==> src/rtl/coolgirl_detect_pkg.sv <==
// Shared types for famiclone detection and the cartridge top-level tri-state logic.
// CIRAM mode encoding is consumed directly by the ppu_not_a13 / ppu_ciram_ce drivers.
package coolgirl_detect_pkg;

  typedef enum logic [1:0] {
    INIT  = 2'd0,
    PROBE = 2'd1,
    DONE  = 2'd2
  } state_t;

  typedef enum logic [1:0] {
    GROUND = 2'd0,
    DRIVE  = 2'd1,
    HIZ    = 2'd2
  } ciram_mode_t;

  // Bits needed to hold values 0..v inclusive.
  function automatic int unsigned cnt_width(input int unsigned v);
    return (v == 0) ? 1 : $clog2(v + 1);
  endfunction

endpackage

==> src/rtl/famiclone_detect_sat_counter.sv <==
// Saturating up-counter with synchronous clear; used for the probe read and mismatch tallies.
module sat_counter #(
  parameter int unsigned W     = 2,
  parameter int unsigned LIMIT = 3
) (
  input  logic         clk,
  input  logic         rst,
  input  logic         inc,
  input  logic         clr,
  output logic [W-1:0] count,
  output logic         at_limit
);

  assign at_limit = (count == W'(LIMIT));

  always_ff @(posedge clk or posedge rst) begin
    if (rst) begin
      count <= '0;
    end else if (clr) begin
      count <= '0;
    end else if (inc && !at_limit) begin
      count <= count + 1'b1;
    end
  end

endmodule

==> src/rtl/famiclone_detect.sv <==
// Power-on ground phase plus PPU read probe deciding whether the console ignores CIRAM /CE.
// Define COOLGIRL_MISMATCH_VOTE_EN to require MISMATCH_THRESH mismatches instead of one.
module famiclone_detect
  import coolgirl_detect_pkg::*;
#(
  parameter int unsigned INIT_CYCLES     = 15,
  parameter int unsigned PROBE_READS     = 3,
  parameter int unsigned MISMATCH_THRESH = 2
) (
  input  logic       m2,
  input  logic       reset,
  input  logic       ppu_rd_evt,
  input  logic       ppu_a13,
  input  logic       ppu_not_a13,
  input  logic       redetect,
  output logic       ground_en,
  output logic       init_done,
  output logic       detect_done,
  output logic       new_dendy,
  output logic [1:0] ciram_mode
);

  if (INIT_CYCLES == 0 || PROBE_READS == 0 || MISMATCH_THRESH == 0) begin : g_bad_param
    $error("famiclone_detect: INIT_CYCLES, PROBE_READS and MISMATCH_THRESH must all be >= 1");
  end

`ifdef COOLGIRL_MISMATCH_VOTE_EN
  localparam int unsigned THRESH = MISMATCH_THRESH;
`else
  localparam int unsigned THRESH = 1;
`endif
  localparam int unsigned IW = cnt_width(INIT_CYCLES);
  localparam int unsigned PW = cnt_width(PROBE_READS);

  state_t      state_q, state_n;
  ciram_mode_t mode_q, mode_n;
  logic [IW-1:0] init_q, init_n;
  logic ground_n, init_done_n, detect_n, dendy_n;

  logic [PW-1:0] lo_cnt, hi_cnt;
  logic lo_full, hi_full, lo_inc, hi_inc, cnt_clr;
  logic lo_step, hi_step, mis_step, mis_hit, lo_post, hi_post;

  // Mismatches only count while both polarity windows are still open.
  assign mis_step = ppu_rd_evt && (ppu_a13 == ppu_not_a13) && !lo_full && !hi_full;
  assign lo_step  = ppu_rd_evt && !ppu_a13 && !lo_full;
  assign hi_step  = ppu_rd_evt &&  ppu_a13 && !hi_full;
  assign lo_post  = lo_full || (lo_step && lo_cnt == PW'(PROBE_READS - 1));
  assign hi_post  = hi_full || (hi_step && hi_cnt == PW'(PROBE_READS - 1));

  sat_counter #(.W(PW), .LIMIT(PROBE_READS)) u_lo_cnt (
    .clk(m2), .rst(reset), .inc(lo_inc), .clr(cnt_clr), .count(lo_cnt), .at_limit(lo_full)
  );

  sat_counter #(.W(PW), .LIMIT(PROBE_READS)) u_hi_cnt (
    .clk(m2), .rst(reset), .inc(hi_inc), .clr(cnt_clr), .count(hi_cnt), .at_limit(hi_full)
  );

`ifdef COOLGIRL_MISMATCH_VOTE_EN
  localparam int unsigned MW = cnt_width(THRESH);
  logic [MW-1:0] mis_cnt;
  logic          mis_full, mis_inc;

  sat_counter #(.W(MW), .LIMIT(THRESH)) u_mis_cnt (
    .clk(m2), .rst(reset), .inc(mis_inc), .clr(cnt_clr), .count(mis_cnt), .at_limit(mis_full)
  );

  assign mis_hit = mis_full || (mis_step && mis_cnt == MW'(THRESH - 1));
`else
  assign mis_hit = mis_step;
`endif

  always_comb begin
    state_n     = state_q;
    mode_n      = mode_q;
    init_n      = init_q;
    ground_n    = ground_en;
    init_done_n = init_done;
    detect_n    = detect_done;
    dendy_n     = new_dendy;
    lo_inc      = 1'b0;
    hi_inc      = 1'b0;
    cnt_clr     = 1'b0;
`ifdef COOLGIRL_MISMATCH_VOTE_EN
    mis_inc     = 1'b0;
`endif
    unique case (state_q)
      INIT: begin
        if (init_q == '0) begin
          state_n     = PROBE;
          ground_n    = 1'b0;
          init_done_n = 1'b1;
          mode_n      = DRIVE;
        end else begin
          init_n = init_q - 1'b1;
        end
      end
      PROBE, DONE: begin
        if (redetect) begin
          state_n  = PROBE;
          cnt_clr  = 1'b1;
          dendy_n  = 1'b0;
          detect_n = 1'b0;
          mode_n   = DRIVE;
        end else if (state_q == PROBE && ppu_rd_evt) begin
          lo_inc = lo_step;
          hi_inc = hi_step;
`ifdef COOLGIRL_MISMATCH_VOTE_EN
          mis_inc = mis_step;
`endif
          if (mis_hit) begin
            state_n  = DONE;
            dendy_n  = 1'b1;
            detect_n = 1'b1;
            mode_n   = HIZ;
          end else if (lo_post && hi_post) begin
            state_n  = DONE;
            dendy_n  = 1'b0;
            detect_n = 1'b1;
            mode_n   = DRIVE;
          end
        end
      end
      default: state_n = INIT;
    endcase
  end

  always_ff @(posedge m2 or posedge reset) begin
    if (reset) begin
      state_q     <= INIT;
      mode_q      <= GROUND;
      init_q      <= IW'(INIT_CYCLES - 1);
      ground_en   <= 1'b1;
      init_done   <= 1'b0;
      detect_done <= 1'b0;
      new_dendy   <= 1'b0;
    end else begin
      state_q     <= state_n;
      mode_q      <= mode_n;
      init_q      <= init_n;
      ground_en   <= ground_n;
      init_done   <= init_done_n;
      detect_done <= detect_n;
      new_dendy   <= dendy_n;
    end
  end

  assign ciram_mode = mode_q;

endmodule

==> config.mk <==
export PLATFORM = sky130hd
export DESIGN_NAME = famiclone_detect
export DESIGN_NICKNAME = d
export VERILOG_FILES = /design/src/rtl/coolgirl_detect_pkg.sv /design/src/rtl/famiclone_detect_sat_counter.sv /design/src/rtl/famiclone_detect.sv
export SDC_FILE = /design/constraint.sdc
export NUM_CORES = 1
export LEC_CHECK = 0
export BUFFER_PORTS_ARGS = -buffer_cell sky130_fd_sc_hd__buf_2
export CORE_MARGIN = 2
export CORE_UTILIZATION = 25
export DETAILED_ROUTE_END_ITERATION = 12
export PLACE_DENSITY = 0.44
export SLEW_MARGIN = 20
export SYNTH_ARGS = -nofsm -noshare
export SYNTH_HDL_FRONTEND = slang
export SYNTH_HIERARCHICAL = 1
export SYNTH_SLANG_ARGS = --single-unit
==> constraint.sdc <==
create_clock -name m2 -period 1.7 [get_ports m2]
set_clock_uncertainty 0.05 [all_clocks]
set_input_delay 0.425 -clock m2 [delete_from_list [all_inputs] [get_ports m2]]
set_output_delay 0.425 -clock m2 [all_outputs]
set_load 0.01 [all_outputs]
==> impl_metrics.py <==
metrics = {
    "status": {
        "outcome": "finished with violations",
        "violations": "setup timing",
    },
    "yosys": {
        "syn_inst": 93,
        "yosysSeqAreaShare_pct": 40.86,
        "ys_warn_count": 6,
        "syn-num-nets": 105,
        "ys_ff_latch": 16,
        "syn_area_um2": 992.2,
        "yosys.area.top_type": "dfrtp_1",
        "synth_edf_count": 0,
        "ys.flop_type": "dfrtp_1",
        "syn_avg_cell_area_um2": 10.67,
        "ys_types": 35,
        "synth_top_area_share_pct": 30.26,
        "synth.most_common_cell": "dfrtp_1",
        "ys_top_cells_by_area": "dfrtp_1 (30%), dfstp_2 (11%), ha_1 (7.6%)",
        "synth_common_cells": "dfrtp_1 (12), inv_1 (11), nand2_1 (8), ha_1 (6), o21ai_0 (6)",
        "async_flop_share_pct": 100.0,
    },
    "sta": {
        "period_share_pct": 101.9,
        "rsz0062_at_grt": "yes",
        "setup_tns_ps": -33.62,
        "fin_ws_ps": -31.97,
        "hold_slack_ps": 426.8,
        "hold_viol_final": 0,
        "fin_crit_ps": 1732,
        "worst_slew_pin_slew_ps": 505.4,
        "clock.fmax_mhz": 577.4,
        "drv_slew": 0,
        "relSlewSlack_pct": 66.27,
        "finalSetupViolCount": 2,
    },
    "pwr": {
        "peakVddDrop_uv": 718.5,
        "p_per_area_nw_per_um2": 1161,
        "cellLeakagePower_nw": 0.6518,
    },
    "global_routing": {
        "grt_pass1_wl_um": 3588,
        "grt_overflow": 0,
        "grt_pass1_vias": 808,
        "antenna_found_initial": 0,
        "grt_max_degree": 13,
        "grt_usage_pct": 10.63,
    },
    "clocking": {
        "cts_root_buf": "clkbuf_8",
        "clkLatencyLatePin_ps": 250,
        "cts.sinks": 16,
        "clk_pin_slew_ps": 70,
        "cts_buffers": 3,
        "cts_tree": "done",
        "clock_path_buffers": 2,
        "htree_levels": 1,
    },
    "final_layout": {
        "fin_area_um2": 1323,
        "insertedDiodeCount": 0,
        "fin_nets": 137,
        "drive_above_1_share_pct": 44.35,
        "seq_area_um2": 405.4,
        "n_fill_cell": 405,
        "multi_input_area_um2": 593.1,
        "final_core_util_pct": 35.33,
        "area_delta_synth_final_pct": 33.29,
    },
    "setup_path": {
        "path_class": "register to register",
        "cpMaxStageDelayCell": "dfrtp_1",
        "critPathBufInv": 1,
        "startpoint_type": "register",
        "crit_fanout": 4,
        "path_cells": "inv_2, ha_4, nand4b_1, nor3b_2, nor2b_4, mux2_4",
        "cp_data_arrival_time_ps": 1810,
        "slowest_delay_ps": 360,
        "rrSetupSlack_ps": -30,
        "cp_top_family": "simple AND/OR/NAND/NOR gates",
        "cp-end-kind": "register",
        "required_ps": 1780,
    },
    "route": {
        "wl_per_cell_um": 11.98,
        "vias_per_cell": 4.337,
        "ant_nets": 0,
        "drc": 0,
        "drt_first_pass_iters": 3,
        "wirelength_um": 2061,
        "drtIter0Drc": 17,
        "vias": 746,
    },
    "floorplanning": {
        "start_util_pct": 26.50,
        "die_w_um": 67,
        "die_y_um": 67,
        "core_area_um2": 3744,
        "dieArea_um2": 4489,
        "pin_count": 12,
        "num_rows": 22,
    },
    "hold_path": {
        "worstHoldPathType": "register to register",
    },
    "placement": {
        "portBuffers": 11,
        "place.detailed.hpwl_um": 1623,
        "gp_congestion": 0.7129,
        "dp_slack_ps": -47.85,
        "place_area_um2": 1220,
    },
    "flow_run": {
        "drv_cap": 0,
    },
}
-- stage by stage --
step | cells | total power [mW]
after floorplan | 93 | 0.9578
after global placement | 164 | 1.186
after detailed placement | 164 | 1.198
after CTS | 170 | 1.524
after global routing | 172 | 1.670
final | 172 | 1.535
-- layout make-up --
| class | count | share of cell area, % |
|---|---|---|
| Inverter | 11 | 3.122 |
| Timing Repair Buffer | 27 | 13.43 |
| Multi-Input combinational cell | 66 | 44.84 |
| Tap cell | 48 | 4.541 |
| Sequential cell | 16 | 30.65 |
| Clock buffer | 4 | 3.406 |
-- power breakdown --
part           internal (mW)  switching [mW]  total, mW
combinational          0.389           0.348      0.737
clock                  0.166           0.135      0.301
sequential             0.453          0.0444      0.497
-- routing by layer --
| metal | vias to the layer above | track usage (%) | part of all wire, % | wire length (um) |
|---|---|---|---|---|
| li1 | 384 | - | - | - |
| met1 | 354 | 13.43 | 50 | 1034 |
| met2 | 6 | 17.82 | 47 | 964 |
| met3 | 2 | 2.027 | 2.3 | 48 |
| met4 | 0 | 3.827 | 0.63 | 13 |
| met5 | - | 0 | 0 | 0 |
-- registers in the layout, summed over array words and instances (netlist names) --
register / cells
init_q: 4
state_q: 2
ciram_mode: 2
detect_done: 1
new_dendy: 1
ground_en: 1
u_lo_cnt/count: 2
init_done: 1
u_hi_cnt/count: 2
-- kinds of logic (layout without fill, tap and decap cells) --
group           Yosys count  count (layout)  share of synthesized area [%]
fa+ha+maj                 6               6                          7.566
xor+xnor                  3               3                          2.649
compound gates           17              17                          10.85
flops                    16              16                          40.86
simple gates             35              35                          27.74
mux                       5               5                          6.179
buf+inv                  11              42                          4.161
-- final timing paths --
| kind | startpoint | end | cells after the start |
|---|---|---|---|
| max in group asynchronous | reset | init_q[2] | 3 |
| worst min-delay path | init_done | init_done | 1 |
| worst max register to register | state_q[1] | u_hi_cnt/count[0] | 6 |
| worst min register to register | init_done | init_done | 1 |
| min in group asynchronous | reset | u_hi_cnt/count[1] | 3 |
| worst max-delay path | state_q[1] | u_hi_cnt/count[0] | 6 |
-- layout by cell type (no fill, tap or decap), types with 4 or more instances in the layout --
cell type   n
ha_1        4
inv_1       9
nand2_1     8
dfrtp_1    12
dfstp_2     4
buf_2      11
o21ai_0     6
buf_4      15
nand2b_1    4
a21oi_1     4
-- repair_timing --
item | 4_1_cts | 5_1_grt
cloned | 0 | 0
pin swaps | 1 | 2
setup endpoints to repair | 5 | 5
gates resized for setup | 3 | 6
hold buffers | 1 | 0
endpoints found under the hold margin | 4 | 0
buffers inserted | 1 | 2
No activity file was read; power rests on OpenSTA's default activity.
